<file path="config.mk">
export PLATFORM = sky130hd
export DESIGN_NAME = mmc3_scanline_irq
export DESIGN_NICKNAME = d
export VERILOG_FILES = /design/src/rtl/mmc3_scanline_irq.sv
export SDC_FILE = /design/constraint.sdc
export NUM_CORES = 1
export LEC_CHECK = 0
export ABC_AREA = 1
export CORE_ASPECT_RATIO = 0.9
export CORE_UTILIZATION = 30
export DETAILED_ROUTE_END_ITERATION = 12
export GPL_TIMING_DRIVEN = 0
export HOLD_SLACK_MARGIN = 0.12
export PLACE_DENSITY_LB_ADDON = 0.08
export SLEW_MARGIN = 10
export SYNTH_ARGS = -nofsm -noshare
export SYNTH_HDL_FRONTEND = slang
export SYNTH_SLANG_ARGS = --single-unit
export TNS_END_PERCENT = 1
</file>
<file path="constraint.sdc">
create_clock -name clk -period 3.7 [get_ports clk]
set_input_delay 0.37 -clock clk [delete_from_list [all_inputs] [get_ports clk]]
set_output_delay 0.37 -clock clk [all_outputs]
set_load 0.05 [all_outputs]
</file>
<file path="src/rtl/mmc3_scanline_irq.sv">
// MMC3-class scanline IRQ unit: filters PPU A12 into scanline clocks, runs the
// reload/decrement counter, raises the IRQ and exposes its state for save states.
module mmc3_scanline_irq #(
  parameter int unsigned FILT_M2 = 3,
  parameter int unsigned SS_BASE = 10
) (
  input  logic       clk,
  input  logic       map_rst_n,
  input  logic       m2,
  input  logic       ppu_a12,
  input  logic       rev_a,
  input  logic       wr_latch,
  input  logic       wr_reload,
  input  logic       wr_disable,
  input  logic       wr_enable,
  input  logic [7:0] wr_dat,
  input  logic       ss_we,
  input  logic [7:0] ss_addr,
  input  logic [7:0] ss_wdat,
  output logic [7:0] ss_rdat,
  output logic       irq,
  output logic       a12_clk
);

  localparam logic [1:0] FiltCnt = 2'(FILT_M2);
  localparam logic [7:0] SsCnt   = 8'(SS_BASE);
  localparam logic [7:0] SsLat   = 8'(SS_BASE + 1);
  localparam logic [7:0] SsCtl   = 8'(SS_BASE + 2);

  logic [1:0] r_m2_sync;
  logic [1:0] r_a12_sync;
  logic       r_m2_d;
  logic       r_a12_d;
  logic [1:0] r_lowcnt;
  logic       r_a12_clk;
  logic [7:0] r_counter;
  logic [7:0] r_latch;
  logic       r_reload_pend;
  logic       r_irq_en;
  logic       r_irq;

  logic       w_m2_s;
  logic       w_a12_s;
  logic       w_m2_fall;
  logic       w_a12_rise;
  logic       w_ss_hit;
  logic       w_reload_step;
  logic [7:0] w_step_val;
  logic       w_irq_en_eff;
  logic       w_irq_hit;
  logic       w_irq_set;

  assign w_m2_s     = r_m2_sync[1];
  assign w_a12_s    = r_a12_sync[1];
  assign w_m2_fall  = r_m2_d & ~w_m2_s;
  assign w_a12_rise = ~r_a12_d & w_a12_s;

  assign w_ss_hit = ss_we & ((ss_addr == SsCnt) | (ss_addr == SsLat) | (ss_addr == SsCtl));

  always_ff @(posedge clk or negedge map_rst_n) begin
    if (!map_rst_n) begin
      r_m2_sync  <= 2'b00;
      r_a12_sync <= 2'b00;
      r_m2_d     <= 1'b0;
      r_a12_d    <= 1'b0;
    end else begin
      r_m2_sync  <= {r_m2_sync[0], m2};
      r_a12_sync <= {r_a12_sync[0], ppu_a12};
      r_m2_d     <= w_m2_s;
      r_a12_d    <= w_a12_s;
    end
  end

  // A12 must have been low for FILT_M2 M2 falls for a rise to count.
  always_ff @(posedge clk or negedge map_rst_n) begin
    if (!map_rst_n) begin
      r_lowcnt  <= 2'd0;
      r_a12_clk <= 1'b0;
    end else begin
      if (w_ss_hit && (ss_addr == SsCtl)) begin
        r_lowcnt <= 2'd0;
      end else if (w_a12_s) begin
        r_lowcnt <= 2'd0;
      end else if (w_m2_fall && (r_lowcnt < FiltCnt)) begin
        r_lowcnt <= r_lowcnt + 2'd1;
      end
      r_a12_clk <= w_a12_rise & (r_lowcnt == FiltCnt);
    end
  end

  assign w_reload_step = (r_counter == 8'd0) | r_reload_pend;
  assign w_step_val    = w_reload_step ? r_latch : (r_counter - 8'd1);
  assign w_irq_en_eff  = r_irq_en | wr_enable;

  always_comb begin
    w_irq_hit = 1'b0;
    if (rev_a) begin
      w_irq_hit = (!r_reload_pend && (r_counter == 8'd1)) ||
                  (r_reload_pend && (r_latch == 8'd0));
    end else begin
      w_irq_hit = (w_step_val == 8'd0);
    end
  end

  // A reload strobe in the step cycle discards the step entirely.
  assign w_irq_set = r_a12_clk & ~wr_reload & w_irq_en_eff & w_irq_hit;

  always_ff @(posedge clk or negedge map_rst_n) begin
    if (!map_rst_n) begin
      r_counter     <= 8'd0;
      r_latch       <= 8'd0;
      r_reload_pend <= 1'b0;
      r_irq_en      <= 1'b0;
      r_irq         <= 1'b0;
    end else if (w_ss_hit) begin
      if (ss_addr == SsCnt) begin
        r_counter <= ss_wdat;
      end else if (ss_addr == SsLat) begin
        r_latch <= ss_wdat;
      end else begin
        r_reload_pend <= ss_wdat[2];
        r_irq_en      <= ss_wdat[1];
        r_irq         <= ss_wdat[0];
      end
    end else begin
      if (wr_latch) begin
        r_latch <= wr_dat;
      end
      if (wr_reload) begin
        r_reload_pend <= 1'b1;
        r_counter     <= 8'd0;
      end else if (r_a12_clk) begin
        r_counter <= w_step_val;
        if (w_reload_step) begin
          r_reload_pend <= 1'b0;
        end
      end
      if (wr_disable) begin
        r_irq_en <= 1'b0;
        r_irq    <= 1'b0;
      end else begin
        if (wr_enable) begin
          r_irq_en <= 1'b1;
        end
        if (w_irq_set) begin
          r_irq <= 1'b1;
        end
      end
    end
  end

  always_comb begin
    ss_rdat = 8'hFF;
    if (ss_addr == SsCnt) begin
      ss_rdat = r_counter;
    end else if (ss_addr == SsLat) begin
      ss_rdat = r_latch;
    end else if (ss_addr == SsCtl) begin
      ss_rdat = {5'b00000, r_reload_pend, r_irq_en, r_irq};
    end
  end

  assign irq     = r_irq;
  assign a12_clk = r_a12_clk;

endmodule
</file>
==> key figures <==
Outcome
  – Status: complete, but fails checks
  – Violated checks: design-rule violations

Pwr
  – PD cells: ~330 nW/um^2
  – Worst VDD drop: around 220 uV
  – Leakage: approximately 1.1 nW

Setup path
  – Slowest stage delay, CP: approximately 0.83 ns
  – Crit path max-delay family: buffers and inverters
  – Setup crit start kind: primary input
  – CP cell instances: clkdlybuf4s50_1, inv_1, nand3_1, nand3b_1, clkbuf_1, a21oi_1, o21ai_0, clkdlybuf4s50_1
  – WP data arrival: about 2.8 ns
  – Worst-path maximum fanout: 10
  – CP Buf/Inv Count: 4
  – CP max-delay cell: clkdlybuf4s50_1
  – Worst Path Required: 3.33 ns
  – Crit. End Element: primary output
  – Crit path top cell by count: clkdlybuf4s50_1
  – Setup CP Type: primary input to primary output

STA
  – Hold violation count in the final report: 0
  – TNS Setup: 0 ns
  – Worst slew pin tran: ~0.64 ns
  – Final setup viols: 0
  – Max Freq: approximately 320 MHz
  – Final Cycle Share: a little over four fifths
  – Fin crit period: 3.119 ns
  – Final hold slack: around 0.1 ns
  – Slew headroom: 57.35%
  – Clk_skew: about 0.00076 ns
  – RSZ-0062 raised after global routing: no
  – Max-slew violations: 0

Clocking
  – Worst skew pair latency: between 0.2 and 0.3 ns
  – Worst-path clk slew: 0.10 ns
  – # H-tree levels: 1
  – Root buf cell: clkbuf_8
  – Postcts setup bufs: 0
  – Count of cells resized by post-cts repair: 0
  – CTS Buffer Depth: 2
  – Hold_buf cts: 0
  – Total CTS buffers: 3
  – Clock sink count: 28
  – CTS tree: done

Global route
  – Vias in the first global route: about 1800
  – Largest net degree at the start of global routing: 29
  – First-pass GRT wire length: between 8000 and 9000 um
  – Initial antenna violation count: 0
  – All-Layer GR Usage: between 10% and 20%
  – Grt total ovfl: 0

Synth
  – Mapped cell area: 1827 sq um
  – Largest family of logic cells by synthesized area: simple AND/OR/NAND/NOR gates
  – Synth area leader: dfrtp_1
  – Synth Register Bits: 28
  – Mux share of post-synthesis cell area: 0%
  – Distinct cells, synth: 35
  – Top_reg_cell synth: dfrtp_1
  – EDFF count, synth: 0
  – Post-synthesis cell count: between 200 and 300
  – Post-synthesis xor/xnor area fraction: less than 1%
  – Synth top cells by count: 58 x nand2_1, 39 x nor2_1, 33 x inv_1, 28 x dfrtp_1, 19 x a21oi_1
  – Post-synth net total: slightly below 300
  – Syn Area/Cell: 7.164 sq um
  – Post-Synth Adder-Cell Area: under 10%
  – Synth warn: 0
  – Ys async rst share: between 90% and 100%
  – Seq/Total Area, Yosys: between 30% and 40%
  – Most frequent cell after synthesis: nand2_1
  – Top area cells in the synthesized netlist: dfrtp_1 38%, nand2_1 12%, nor2_1 8.0%, inv_1 6.8%, a21oi_1 5.2%
  – Top-area cell type share of the netlist area: 38.36%
  – Complex-gate fraction of the synthesized area: 18.63%
  – Simple logic cell fraction of the synthesized area: between 30% and 40%

Finish
  – Ant diodes: 0
  – Final instance area: between 2000 and 2500 sq um
  – Final net count: 340
  – Layout cells sized above 1: 9.603%
  – Layout area overhead: 31.99%
  – Final cell count without fillers: between 300 and 400

Route
  – WL final: between 5000 and 6000 um
  – Routed length per placed instance: between 10 and 15 um
  – Antenna viol nets, final: 0
  – Average via count per standard cell: 4.790
  – 1st-pass router iterations: 8
  – DRT iter0 DRCs: between 100 and 150
  – Number of remaining DRC errors: 2
  – Via Count: around 1800

Floorplanning
  – DIE AREA: ~6400 sq um
  – Core Footprint: around 5800 sq um
  – Placement row count: 26
  – Die height: roughly 76 um
  – Boundary Pins: 44
  – Initial Utilization: a little under a third
  – Die width: around 84 um

Place
  – Placed cell areas: between 2000 and 2500 sq um
  – I/O Buffers: 43
  – Final Wtd Congestion: ~0.86
  – Dpl cells: ~370
  – Hpwl dp: 4049 um

Hold path
  – Worst hold path class: primary input to async pin

Flow run
  – Count of maximum capacitance violations: 0
per-layer routing:
layer  up-vias  global-route usage (%)  part of all wire [%]
met3         5                   1.950                   5.0
met1       806                   26.10                    50
met2        46                   26.39                    44
met4         0                   4.138                  0.98
met5         -                       0                     0
li1        925                       -                     -
path summary, 6_finish.rpt:
path	cells past startpoint	slack, ns	to	startpoint
worst max-delay path	8	0.58	ss_rdat[1]	ss_addr[2]
worst min-delay path	1	0.1	r_lowcnt[0]	map_rst_n
worst max register to register	13	1.63	irq	r_counter[0]
worst min register to register	0	0.36	r_a12_sync[1]	r_a12_sync[0]
max in group asynchronous	1	3.18	r_counter[6]	map_rst_n
min in group clk	0	0.36	r_a12_sync[1]	r_a12_sync[0]
placed cells by master, fill, tap and decap left out, types with 2 or more instances in the layout:
cell and count:
nand3b_1 3, inv_1 33, a21oi_1 19, a31oi_1 2, buf_2 2, clkbuf_8 3
nor2_2 4, o21ai_2 4, ha_1 3, clkdlybuf4s50_1 42, o21ai_1 2, nor2_1 39
nand2_2 5, o21ai_0 12, o22ai_1 2, buf_4 2, o221ai_1 5, nand3_1 10
xor2_1 2, nand2_1 58, dfrtp_1 28, nand4_1 3, a211oi_1 4
through the flow:
stage	total power [mW]	utilization [%]	setup WS (ns)
after floorplan	0.4789	-	1.196
after global placement	0.5635	40.72	0.6100
after global routing	0.8521	41.87	0.3933
after CTS	0.8094	41.87	0.5880
after detailed placement	0.5618	40.63	0.6021
final	0.8038	41.87	0.5809
registers in the layout, indices dropped and copies added (netlist names):
signal / flops
r_a12_sync: 2
irq: 1
r_a12_d: 1
a12_clk: 1
r_lowcnt: 2
r_reload_pend: 1
r_m2_sync: 2
r_latch: 8
r_m2_d: 1
r_counter: 8
r_irq_en: 1
area by class of cell:
type	instances	area [sq um]
clock buffers	3	41.29
repair buffers	43	425.4
plain buffers	5	35.03
fillers	607	3347
multi-input cells	187	957.2
flip-flops and latches	28	700.7
inverters	35	133.9
well taps	70	87.58
clock inverters	1	30.03
report_power, final:
| part | switching [mW] | internal (mW) |
|---|---|---|
| Combinational | 0.120 | 0.0847 |
| Sequential | 0.0213 | 0.332 |
| Clock | 0.101 | 0.145 |
kinds of logic after synthesis:
logic type,Yosys count
adders and majority gates,3
AOI/OAI and AO/OA,54
xor gates and xnor gates,2
buffers and inverters,40
DFF,28
and+or+nand+nor,128
No activity file was read; power rests on OpenSTA's default activity.
